File: config.mk
export PLATFORM = sky130hd
export DESIGN_NAME = hub75_scan_sequencer
export DESIGN_NICKNAME = d
export VERILOG_FILES = /design/src/rtl/hub75_scan_sequencer.sv
export SDC_FILE = /design/constraint.sdc
export NUM_CORES = 1
export LEC_CHECK = 0
export ABC_AREA = 0
export CORE_MARGIN = 4
export CORE_UTILIZATION = 45
export DETAILED_ROUTE_END_ITERATION = 16
export PLACE_DENSITY_LB_ADDON = 0.08
export SYNTH_ARGS = -nofsm -noshare
export SYNTH_HDL_FRONTEND = slang
export SYNTH_SLANG_ARGS = --single-unit
File: constraint.sdc
create_clock -name clk_in -period 6 [get_ports clk_in]
set_input_delay 1.2 -clock clk_in [delete_from_list [all_inputs] [get_ports clk_in]]
set_output_delay 1.2 -clock clk_in [all_outputs]
set_load 0.005 [all_outputs]
File: src/rtl/hub75_scan_sequencer.sv
`default_nettype none
// ============================================================================
// Module      : hub75_scan_sequencer
// Description : HUB75 panel refresh sequencer. Requests one row/bitplane from
//               the external pixel shifter, blanks the panel, latches the
//               row and then lights it for a binary-weighted, brightness-
//               scaled time before moving on to the next bitplane and row.
// Revision    : 1.0 - initial release
// ============================================================================
module hub75_scan_sequencer #(
  parameter int PIXEL_HALFHEIGHT = 16,
  parameter int BITPLANES        = 6,
  parameter int BASE_TICKS       = 8,
  parameter int BLANK_TICKS      = 2,
  localparam int RW = (PIXEL_HALFHEIGHT > 1) ? $clog2(PIXEL_HALFHEIGHT) : 1,
  localparam int PW = (BITPLANES > 1) ? $clog2(BITPLANES) : 1
) (
  input  logic          clk_in,
  input  logic          reset,
  input  logic          enable,
  input  logic [7:0]    brightness,
  output logic          shift_start,
  output logic [RW-1:0] shift_row,
  output logic [PW-1:0] shift_plane,
  input  logic          shift_done,
  output logic [RW-1:0] row_address,
  output logic          row_latch,
  output logic          oe_n,
  output logic          frame_done
);

  // Product width covers (c << 8) and D * (brightness + 1) without truncation.
  localparam int PROD_W = $clog2(BASE_TICKS) + BITPLANES + 9;
  // Counter holds any DISPLAY index (< BASE_TICKS << (BITPLANES-1)) and the
  // blanking count.
  localparam int CNT_W  = PROD_W - 9;

  typedef enum logic [2:0] {
    ST_IDLE    = 3'd0,
    ST_SHIFT   = 3'd1,
    ST_BLANK   = 3'd2,
    ST_LATCH   = 3'd3,
    ST_DISPLAY = 3'd4
  } state_t;

  state_t          state_q, state_d;
  logic [CNT_W-1:0] cnt_q, cnt_d;
  logic [7:0]       bright_q, bright_d;
  logic             shift_start_q, shift_start_d;
  logic [RW-1:0]    shift_row_q, shift_row_d;
  logic [PW-1:0]    shift_plane_q, shift_plane_d;
  logic [RW-1:0]    row_address_q, row_address_d;
  logic             row_latch_q, row_latch_d;
  logic             oe_n_q, oe_n_d;
  logic             frame_done_q, frame_done_d;

  logic [CNT_W-1:0]  w_cnt_inc;
  logic [PROD_W-1:0] w_disp_last;
  logic              w_disp_end;
  logic              w_blank_end;

  // Lit when (c << 8) < D * (brightness + 1), D = BASE_TICKS << plane.
  // The c = 0 cycle is always lit because the right-hand side is never zero.
  function automatic logic lit_at(input logic [CNT_W-1:0] c,
                                  input logic [7:0]       b,
                                  input logic [PW-1:0]    p);
    logic [PROD_W-1:0] d_len;
    logic [PROD_W-1:0] lhs;
    logic [PROD_W-1:0] rhs;
    d_len = PROD_W'(BASE_TICKS) << p;
    lhs   = PROD_W'(c) << 8;
    rhs   = d_len * (PROD_W'(b) + PROD_W'(1));
    return lhs < rhs;
  endfunction

  assign w_cnt_inc   = cnt_q + CNT_W'(1);
  assign w_disp_last = (PROD_W'(BASE_TICKS) << shift_plane_q) - PROD_W'(1);
  assign w_disp_end  = (PROD_W'(cnt_q) == w_disp_last);
  assign w_blank_end = (cnt_q == CNT_W'(BLANK_TICKS - 1));

  // Next-state and registered-output computation; pulses default low, OE off.
  always_comb begin
    state_d       = state_q;
    cnt_d         = cnt_q;
    bright_d      = bright_q;
    shift_start_d = 1'b0;
    shift_row_d   = shift_row_q;
    shift_plane_d = shift_plane_q;
    row_address_d = row_address_q;
    row_latch_d   = 1'b0;
    oe_n_d        = 1'b1;
    frame_done_d  = 1'b0;

    unique case (state_q)
      ST_IDLE: begin
        if (enable) begin
          state_d       = ST_SHIFT;
          shift_start_d = 1'b1;
        end
      end

      ST_SHIFT: begin
        if (shift_done) begin
          state_d       = ST_BLANK;
          row_address_d = shift_row_q;
          cnt_d         = '0;
        end
      end

      ST_BLANK: begin
        if (w_blank_end) begin
          state_d     = ST_LATCH;
          row_latch_d = 1'b1;
        end else begin
          cnt_d = w_cnt_inc;
        end
      end

      ST_LATCH: begin
        // Brightness is frozen here for the whole DISPLAY window.
        state_d  = ST_DISPLAY;
        cnt_d    = '0;
        bright_d = brightness;
        oe_n_d   = ~lit_at('0, brightness, shift_plane_q);
      end

      ST_DISPLAY: begin
        if (w_disp_end) begin
          if (shift_plane_q == PW'(BITPLANES - 1)) begin
            shift_plane_d = '0;
            if (shift_row_q == RW'(PIXEL_HALFHEIGHT - 1)) begin
              shift_row_d  = '0;
              frame_done_d = 1'b1;
            end else begin
              shift_row_d = shift_row_q + RW'(1);
            end
          end else begin
            shift_plane_d = shift_plane_q + PW'(1);
          end
          if (enable) begin
            state_d       = ST_SHIFT;
            shift_start_d = 1'b1;
          end else begin
            state_d = ST_IDLE;
          end
        end else begin
          cnt_d  = w_cnt_inc;
          oe_n_d = ~lit_at(w_cnt_inc, bright_q, shift_plane_q);
        end
      end

      default: begin
        state_d = ST_IDLE;
      end
    endcase
  end

  // State and output registers; reset blanks the panel immediately.
  always_ff @(posedge clk_in or posedge reset) begin
    if (reset) begin
      state_q       <= ST_IDLE;
      cnt_q         <= '0;
      bright_q      <= '0;
      shift_start_q <= 1'b0;
      shift_row_q   <= '0;
      shift_plane_q <= '0;
      row_address_q <= '0;
      row_latch_q   <= 1'b0;
      oe_n_q        <= 1'b1;
      frame_done_q  <= 1'b0;
    end else begin
      state_q       <= state_d;
      cnt_q         <= cnt_d;
      bright_q      <= bright_d;
      shift_start_q <= shift_start_d;
      shift_row_q   <= shift_row_d;
      shift_plane_q <= shift_plane_d;
      row_address_q <= row_address_d;
      row_latch_q   <= row_latch_d;
      oe_n_q        <= oe_n_d;
      frame_done_q  <= frame_done_d;
    end
  end

  assign shift_start = shift_start_q;
  assign shift_row   = shift_row_q;
  assign shift_plane = shift_plane_q;
  assign row_address = row_address_q;
  assign row_latch   = row_latch_q;
  assign oe_n        = oe_n_q;
  assign frame_done  = frame_done_q;

endmodule
`default_nettype wire

* Yosys cells after proc, flatten, opt, wreduce, memory -nomap -nowiden
Cells that the tools add are included.
** Storage, ports and cells
- Word-level logic and storage cells :: 67
- Flip-flop bits (word level) :: 35
- Bits of input ports :: 12
- Output and inout port bits :: 15
** Operators by class
- Add/sub/neg operators :: 6
- Shift operators :: 1
- $mul :: 2
- Reductions and logical operators :: 7
- Mux-type cells :: 23
- Equal/unequal tests :: 14
- Bitwise operators :: 2
- Order comparisons :: 2
** Operators with widths (number)
- 18-bit by 9-bit multiplier with 18-bit output :: 2
- 9-bit case mux with 4 select lines :: 1
- 9-bit two-way mux :: 3
- 8-bit by 1-bit adder with 9-bit output (second input constant) :: 2
- 9-bit by 18-bit == test with 1-bit output :: 1
- 1-bit by 18-bit less-than comparator with 1-bit output (first input constant) :: 1
- 17-bit by 18-bit less-than comparator with 1-bit output :: 1
- 4-bit by 3-bit left shift with 18-bit output (first input constant) :: 1
- 18-bit by 2-bit subtractor with 18-bit output (second input constant) :: 1
- 3-bit two-way mux :: 5
- 3-bit case mux with 5 select lines :: 1
- 2-bit != test (second input constant) :: 6
- 1-bit two-way mux :: 10
- 9-bit by 1-bit adder with 9-bit output (second input constant) :: 1
- 9-bit by 1-bit == test with 1-bit output (second input constant) :: 1
- 4-bit AND reduction :: 2
- 3-bit by 2-bit == test with 1-bit output (second input constant) :: 2
- 3-bit == test (second input constant) :: 2
- 4-bit by 1-bit adder with 4-bit output (second input constant) :: 1
- 4-bit == test (second input constant) :: 1
- 4-bit two-way mux :: 1
- 1-bit case mux with 2 select lines :: 2
- 2-bit AND reduction :: 2
- 4-bit nonzero test :: 1
- 5 further kinds :: 6

* Logic depth before layout (Yosys ltp)
- Word-level depth :: 6
- Depth in mapped cells :: 29

* Worst setup path before layout
Ideal clock, no wire load.
- Path kind :: register -> register
- Start point :: register shift_plane_q[1], in the netlist shift_plane[1]
- End point :: register oe_n_q, in the netlist oe_n
- Clock period less this slack :: 5.851 ns
- Path buffers :: 4
- Required time :: 5.910 ns
- Data arrival time :: 5.762 ns
- Stages on the path, launching flop included :: 28
- Slack :: 0.149 ns
- Cell sequence :: dfrtp_1 > buf_4 > buf_4 > nand2_1 > inv_1 > ha_1 > clkbuf_1 > clkbuf_1 > nand2_1 > fa_1 > inv_1 > fa_1 > ha_1 > inv_1 > fa_1 > inv_1 > ha_1 > a21o_1 > a21oi_1 > o21bai_1 > a21oi_1 > o21ai_0 > o311a_1 > ha_1 > o211ai_1 > a21oi_1 > o211ai_1 > o211ai_1
** Between the ends
- Cells in the longest elaborated chain, start to end :: 6
- Elaborated cells on any way between the ends :: 11
- Classes of those cells :: add/sub: 1; mul: 2; order compare: 2; eq/ne: 1; shift: 1; mux: 2; bitwise: 2
** Ends and longest elaborated chain
- start, declared :: line 51 : logic [PW-1:0] shift_plane_q, shift_plane_d;
- start signal, assigned :: line 177 : shift_plane_q <= shift_plane_d;
- 4-bit by 3-bit left shift with 18-bit output * :: line 70, 77
- 18-bit by 9-bit multiplier with 18-bit output :: line 72 : rhs = d_len * (PROD_W'(b) + PROD_W'(1));
- 17-bit by 18-bit less-than comparator with 1-bit output :: line 73 : return lhs < rhs;
- 1-bit inverter :: line 148 : oe_n_d = ~lit_at(w_cnt_inc, bright_q, shift_plane_q);
- 1-bit two-way mux :: line 128 : if (w_disp_end) begin
- 1-bit case mux with 2 select lines * :: line 94 : unique case (state_q)
- via oe_n_d :: line 54 : logic oe_n_q, oe_n_d;
- end signal, assigned :: line 180 : oe_n_q <= oe_n_d;
- end, declared :: line 54
Mark *: on every way through the listed nets, which the timed path passes. The rest lies on a longest branch.
A chain may end at the register's enable or synchronous reset.

* Worst setup path after layout
- Start point :: input brightness[6]
- End point :: register oe_n_q, in the netlist oe_n
** Between the ends
- Cells in the longest elaborated chain, start to end :: 5
** Ends and longest elaborated chain
- start, declared :: line 21 : input logic [7:0] brightness,
- 8-bit by 1-bit adder with 9-bit output :: line 72
- 18-bit by 9-bit multiplier with 18-bit output :: line 72
- 1-bit by 18-bit less-than comparator with 1-bit output :: line 73
- 1-bit inverter :: line 124 : oe_n_d = ~lit_at('0, brightness, shift_plane_q);
- 1-bit case mux with 2 select lines :: line 94
- via oe_n_d :: line 54
The timed path passes the listed nets, and every way through them passes these cells.

==> results.md <==
- Initial antenna violation count: 0
- Drt wl/cell: 16.0 um
- WL final: approximately 17 mm
- Global route overflow: 0
- Most area-hungry cell type in the Yosys netlist: fa_1
- Post-synth cell types: 62
- Synth warnings: 0
- Worst path required time: approximately 6.2 ns
- Post-synth ARST share: 100%
- DRT Pass-1 Iters: 4
- Min Tclk post-route: 5.75 ns
- Dpl hpwl: 14.6 mm
- Die height: 131 um
- Most used DFF post-synth: dfrtp_1
- Max VDD drop: 130 uV
- Core Util, Final: 55.9%
- Io pins: 27
- Fin crit share: 95.8%
- First-pass GRT wire length: 28.7 mm
- Worst setup path endpoint: oe_n
- Hold Crit Depth: 1
- CP Data Arrival Time: 5.96 ns
- Synth Area in Simple Gates: 19.8%
- Crit path max fanout: 3
- Final Hold Vio Count: 0
- Worst-Skew Late Latency: 0.29 ns
- Hold slack: 0.508 ns
- Routability Congestion: 0.864
- Main combinational cell family by area after synthesis: adder cells
- Clock transition at path regs: approximately 0.05 ns
- Final setup fails: 0
- Mux cell area share after synthesis: 3.81%
- Reg-to-Reg Start: shift_plane[1]
- Synth area leaders: fa_1 25%, ha_1 14%, dfrtp_1 12%, inv_1 8.1%, nand2_1 4.0%
- Number of global-route vias before repair: between 5000 and 6000
- Area growth, synth to finish: 20.5%
- EDFF count, synth: 0
- Setup Crit Path Kind: input port to register
- Vias per cell: 5.20
- Clock root cell: clkbuf_16
- Initial DRC count: 256
- Worst Hold Class: register to register
- Syn avg cell area: ~8.6 um^2
- Layout cells sized above 1: between 10% and 20%
- CTS buffer count: 5
- RSZ-0062 raised after global routing: no
- F_max: 174 MHz
- Initial cell density of the core: between 40% and 50%
- Cells after Synth: 795
- Ant. Diodes: 0
- Nature of the critical path endpoint: register
- CTS tree: built
- Synthesized area: 6830 um^2
- LEAKAGE: 4.16 nW
- R2R cell count: 21
- Routed Antenna Nets: 0
- Setup Skew: 0.00959 ns
- Slew Viols, Final: 0
- Startpoint Class: input port
- Clock Tree Buf Depth: 2
- Die W: 131 um
- Synthesized Nets: 968
- DIE AREA: 17200 um^2
- Total GRT Usage: 20.3%
- Adder-cell share of the synthesized area: 38.8%
- Worst Setup Slack, final: ~0.25 ns
- XOR/XNOR Fraction of Synth Area: 6.54%
- Synth Area in Compound Gates: 8.58%
- Via Count: 5564
- Worst slew margin relative to its limit: approximately 54%
- Worst Setup SP: brightness[6]
- Place WS: -0.444 ns
- CTS Sinks: 35
- #FFs+latches synth: 35
- Synth top area share: 24.6%
- Reg-to-reg slack, setup: 0.36 ns
- IO Port Bufs: 26
- Nets: between 1000 and 1500
- Slew at the pin closest to its max-slew limit: 0.681 ns
- Reg2reg end: oe_n
- H-tree depth: 2
- Pin count of the biggest net entering global routing: 36
- Pwr dens: 181 nW/um^2
- Register area share after synthesis: 12.9%
- CTS hold repair buffers: 0
- Core area: 14700 um^2
- Post-route DRC violation count: 0
- Outcome: finished, final reports clean
- Num rows: 44
- Max Cap Viol: 0
## worst min path at each step
| stage | start | end | slack, ns |
|---|---|---|---|
| 6_report | row_address[3] | row_address[3] | 0.51 |
| 5_1_grt | row_address[0] | row_address[0] | 0.53 |
| 4_1_cts | row_address[3] | row_address[3] | 0.51 |
| 3_5_place_dp | row_address[3] | row_address[3] | 0.50 |
| 3_3_place_gp | row_address[0] | row_address[0] | 0.49 |
| 2_1_floorplan | row_address[0] | row_address[0] | 0.51 |
## power breakdown
group / internal [W] / switching (W)
clock network: 0.000196 / 0.000109
registers: 0.000289 / 0.0000781
logic: 0.000374 / 0.000443
total: 0.000859 / 0.000631
## final cells by class
cell class / instances / area, um^2
fillers: 1362 / 6480
multi-input cells: 589 / 5490
repair buffers: 106 / 892
flip-flops and latches: 35 / 885
inverters: 148 / 556
well taps: 184 / 230
clock buffers: 6 / 129
clock inverters: 2 / 37.5
## sequential cells by signal, indices dropped and copies added, names as in the netlist
signal	cells
shift_row	4
state_q	3
cnt_q	9
shift_plane	3
row_address	4
frame_done	1
shift_start	1
oe_n	1
bright_q	8
row_latch	1
## layout by cell type (no fill, tap or decap), drive strengths merged, types with 20 or more instances in the layout
master and n:
buf 80, dfrtp 34, clkdlybuf4s50 20, nand2b 21, ha 77, nor2 65, xnor2 31, xor2 20
inv 148, fa 84, nand2 75, nor2b 22
## what timing repair did
item                                   4_1_cts  5_1_grt
setup endpoints to repair                    1        1
pin swaps                                    2       17
endpoints found under the hold margin        0        0
buffers inserted                             0        6
gates resized for setup                      8       45
## synth_stat cells, drive strengths merged (3+ instances only)
| cell type | n |
|---|---|
| xor2 | 20 |
| o21ai | 18 |
| o21a | 6 |
| nand2 | 75 |
| nor3 | 14 |
| fa | 84 |
| nor4 | 3 |
| a21o | 7 |
| nand3 | 17 |
| clkbuf | 18 |
| and2 | 19 |
| dfrtp | 34 |
| nand3b | 6 |
| o31ai | 3 |
| nor2 | 65 |
| nand2b | 21 |
| a21oi | 15 |
| nor2b | 22 |
| mux2 | 15 |
| nor4b | 4 |
| and3 | 7 |
| xnor2 | 31 |
| o2bb2ai | 3 |
| mux2i | 8 |
| o2111ai | 4 |
| o211ai | 3 |
| nand4 | 5 |
| a31oi | 5 |
| buf | 5 |
| ha | 77 |
| or2 | 6 |
| inv | 148 |
## logic make-up (layout without fill, tap and decap cells)
kind of cell               Yosys count  count (layout)
and+or+nand+nor                    269             269
buffers and inverters              171             262
adders and majority gates          161             161
AOI/OAI and AO/OA                   85              85
xor gates and xnor gates            51              51
DFF                                 35              35
muxes                               23              23
## metal layers
metal | GRT usage (%) | wire length, um
met5 | 0 | 0
met4 | 6.01 | 389
met3 | 1.57 | 592
met2 | 36.2 | 8830
met1 | 26.5 | 7330
## stage by stage
stage               setup TNS [ns]  cell area [um^2]  power [W]  instances
floorplan                        0              6830   0.000879        795
global route                     0              8220    0.00162       1070
CTS                              0              8000    0.00146       1064
finish                           0              8220    0.00149       1070
global placement            -0.403              7780    0.00112       1056
detailed placement          -0.444              7780    0.00114       1056
## worst max-delay path, cell delays in order
cell             delay, ns
clkdlybuf4s50_1       0.50
nand3_1               0.11
nor2_2                0.16
xor2_2                0.10
and2_4                0.17
fa_1                  0.50
inv_1                 0.06
fa_1                  0.53
inv_1                 0.06
fa_1                  0.54
inv_1                 0.05
fa_1                  0.50
inv_2                 0.05
ha_4                  0.27
nor2b_1               0.05
nor4b_2               0.26
o2111ai_1             0.17
nor4_1                0.33
o2111ai_1             0.15
o211ai_1              0.20
Note: power is estimated with default switching activity, not from simulation.
==> patch (config.mk and constraints unchanged) <==
`row_address_q` no longer has a reset.
--- a/src/rtl/hub75_scan_sequencer.sv
+++ b/src/rtl/hub75_scan_sequencer.sv
@@ -166,3 +166,2 @@
       shift_plane_q <= '0;
-      row_address_q <= '0;
       row_latch_q   <= 1'b0;
@@ -177,3 +176,2 @@
       shift_plane_q <= shift_plane_d;
-      row_address_q <= row_address_d;
       row_latch_q   <= row_latch_d;
@@ -182,2 +180,6 @@
     end
+  end
+
+  always_ff @(posedge clk_in) begin
+    row_address_q <= row_address_d;
   end
Function: same outputs for any inputs over 10 cycles, from zero or initial values and one cycle with reset high; that may be too few to reach the edited logic, so the function may still have changed.
==> patch against the original RTL <==
Wire length is 5.3% higher; sequential cell count did not move; synthesized cell count down 0.50%; the flow now finishes with violations (setup timing); cell count grew 4.6%; largest power group unchanged; total power grew 8.7%; area after synthesis barely moved; via count rose by 5.4%; worst setup slack worse by 0.27 ns; design area increased by 5.4%.
==> patch: results (changes against the original RTL) <==
* Routability-driven placement congestion ratio: 0.867 (was 0.864)
* Reported leakage power: 0.00440 uW (was 0.00416 uW)
* Total via count in the routed design: 5865 (was 5564)
- Met1 Use GR: 29.9% (was 26.5%)
- Most frequent cells after synthesis: 151 x inv_1, 84 x fa_1, 79 x nand2_1 (was 147 x inv_1, 84 x fa_1, 77 x ha_1).
- The slack of the worst reg-to-reg path is 0.13 ns (was 0.36 ns).
- The number of enable flip-flop cells after synthesis came to 4 (was 0).
* Highest ir drop seen on vdd: 193 uV (was 130 uV)
- Distinct cell type count of the synthesized netlist: 71 (was 62)
- Hold Path Sink: bright_q[7] (was row_address[3])
* Final setup slack of the worst path: -0.0254 ns (was 0.249 ns)
* Number of detailed-route iterations in the first pass: 5 (was 4)
- The final reports fail on setup timing.
- Antenna violations before repair: 1 (was 0)
* Slew Limit Headroom: 48.6% (was 54.4%)
- Result of the run: finished, violations left (was finished clean).
- CP max FO: 5 (was 3)
- Fraction of registers with async set/reset: 88.6% (was 100%)
* Vias in the first global route: 6239 (was 5816)
- The arrival time of the worst setup path was 6.24 ns (was 5.96 ns).
- Routing usage on met3: 3.21% (was 1.57%)
* Setup violations, final: 1 (was 0)
- R2R cell count: 26 (was 21)
- The fraction of layout instances using a drive strength above 1 came to 24.9% (was 17.7%).
* Number of instances in the synthesized netlist: 791 (was 795)
* Final-layout fill cell count: 1339 (was 1362)
* HP Start: bright_q[7] (was row_address[3])
* M2 GR Usage: 36.3% (was 36.2%)
- The pin count of the biggest net entering global routing was 32 (was 36).
- Instance count after placement with tap cells included: 1103 (was 1056)
* Average via count per standard cell: 5.24 (was 5.20)
* Source of the worst register-to-register timing path: bright_q[0] (was shift_plane[1])
- The master of the slowest instance on the critical path is or4_1 (was fa_1).
- The worst setup skew after layout came to 0.00617 ns (was 0.00959 ns).
- The global-route usage over all layers is 21.7% (was 20.3%).
- The share of the yosys chip area belonging to registers was 13.1% (was 12.9%).
* Overall routed net length: 18100 um (was 17100 um)
- Post-synth net total: 964 (was 968)
- The wire length of the first global-routing pass was 30700 um (was 28700 um).
## patch: timing repair
| item | CTS | global route |
|---|---|---|
| endpoints found under the setup margin | 1 | 1 |
| gates resized for setup | 62 | 13 |
| buffers inserted | 3 | 4 |
| pin swaps | 30 | 15 |
## patch: cells by family after synthesis
logic type	after synthesis	synth area share, %
and+or+nand+nor	270	20.1
muxes	20	3.26
xor gates and xnor gates	50	6.72
adders and majority gates	161	38.7
AOI/OAI and AO/OA	78	8.10
DFF	35	13.1
buffers and inverters	177	9.99
## patch: metal layers
metal | vias to the layer above | wire (um)
met5 | - | 13
met3 | 26 | 558
li1 | 2810 | -
met4 | 2 | 382
met2 | 91 | 8600
met1 | 2936 | 8500
## patch: how the worst max path moves through the flow
stage / slack (ns) / to / cells after the start / from
after global placement: -0.79 / oe_n / 21 / brightness[0]
after global routing: -0.19 / oe_n / 20 / brightness[5]
after detailed placement: -0.94 / oe_n / 21 / brightness[0]
final: -0.03 / oe_n / 20 / brightness[5]
after CTS: 0.03 / oe_n / 20 / brightness[5]
after floorplan: 0.002 / oe_n / 27 / shift_plane[0]
## patch: metrics by stage
stage	setup TNS, ns	hold WS (ns)	cell area, um^2
2_1_floorplan	0	0.527	6960
3_3_place_gp	-0.787	0.551	8280
3_5_place_dp	-0.939	0.563	8280
4_1_cts	0	0.577	8590
5_1_grt	-0.194	0.605	8670
6_report	-0.0254	0.578	8670
## patch: report_power, final
group / switching (uW) / total, uW / internal [uW]
clock: 111 / 278 / 166
sequential: 75.4 / 374 / 299
combinational: 477 / 968 / 491
## patch: area by class of cell
cell class / instances / share of cell area [%]
antenna: 1 / 0.0289
timing repair buffer: 158 / 14.3
clock inverter: 2 / 0.188
sequential: 35 / 10.4
clock buffer: 6 / 1.60
inverter: 154 / 6.67
tap: 184 / 2.66
multi-input combinational: 579 / 64.1
## patch: critical path: cells and delay by family
family	cells	cell delay, ns
fa+ha+maj	5	2.22
buf+inv	5	0.40
simple gates	5	1.30
compound gates	3	0.61
xor+xnor	2	0.51
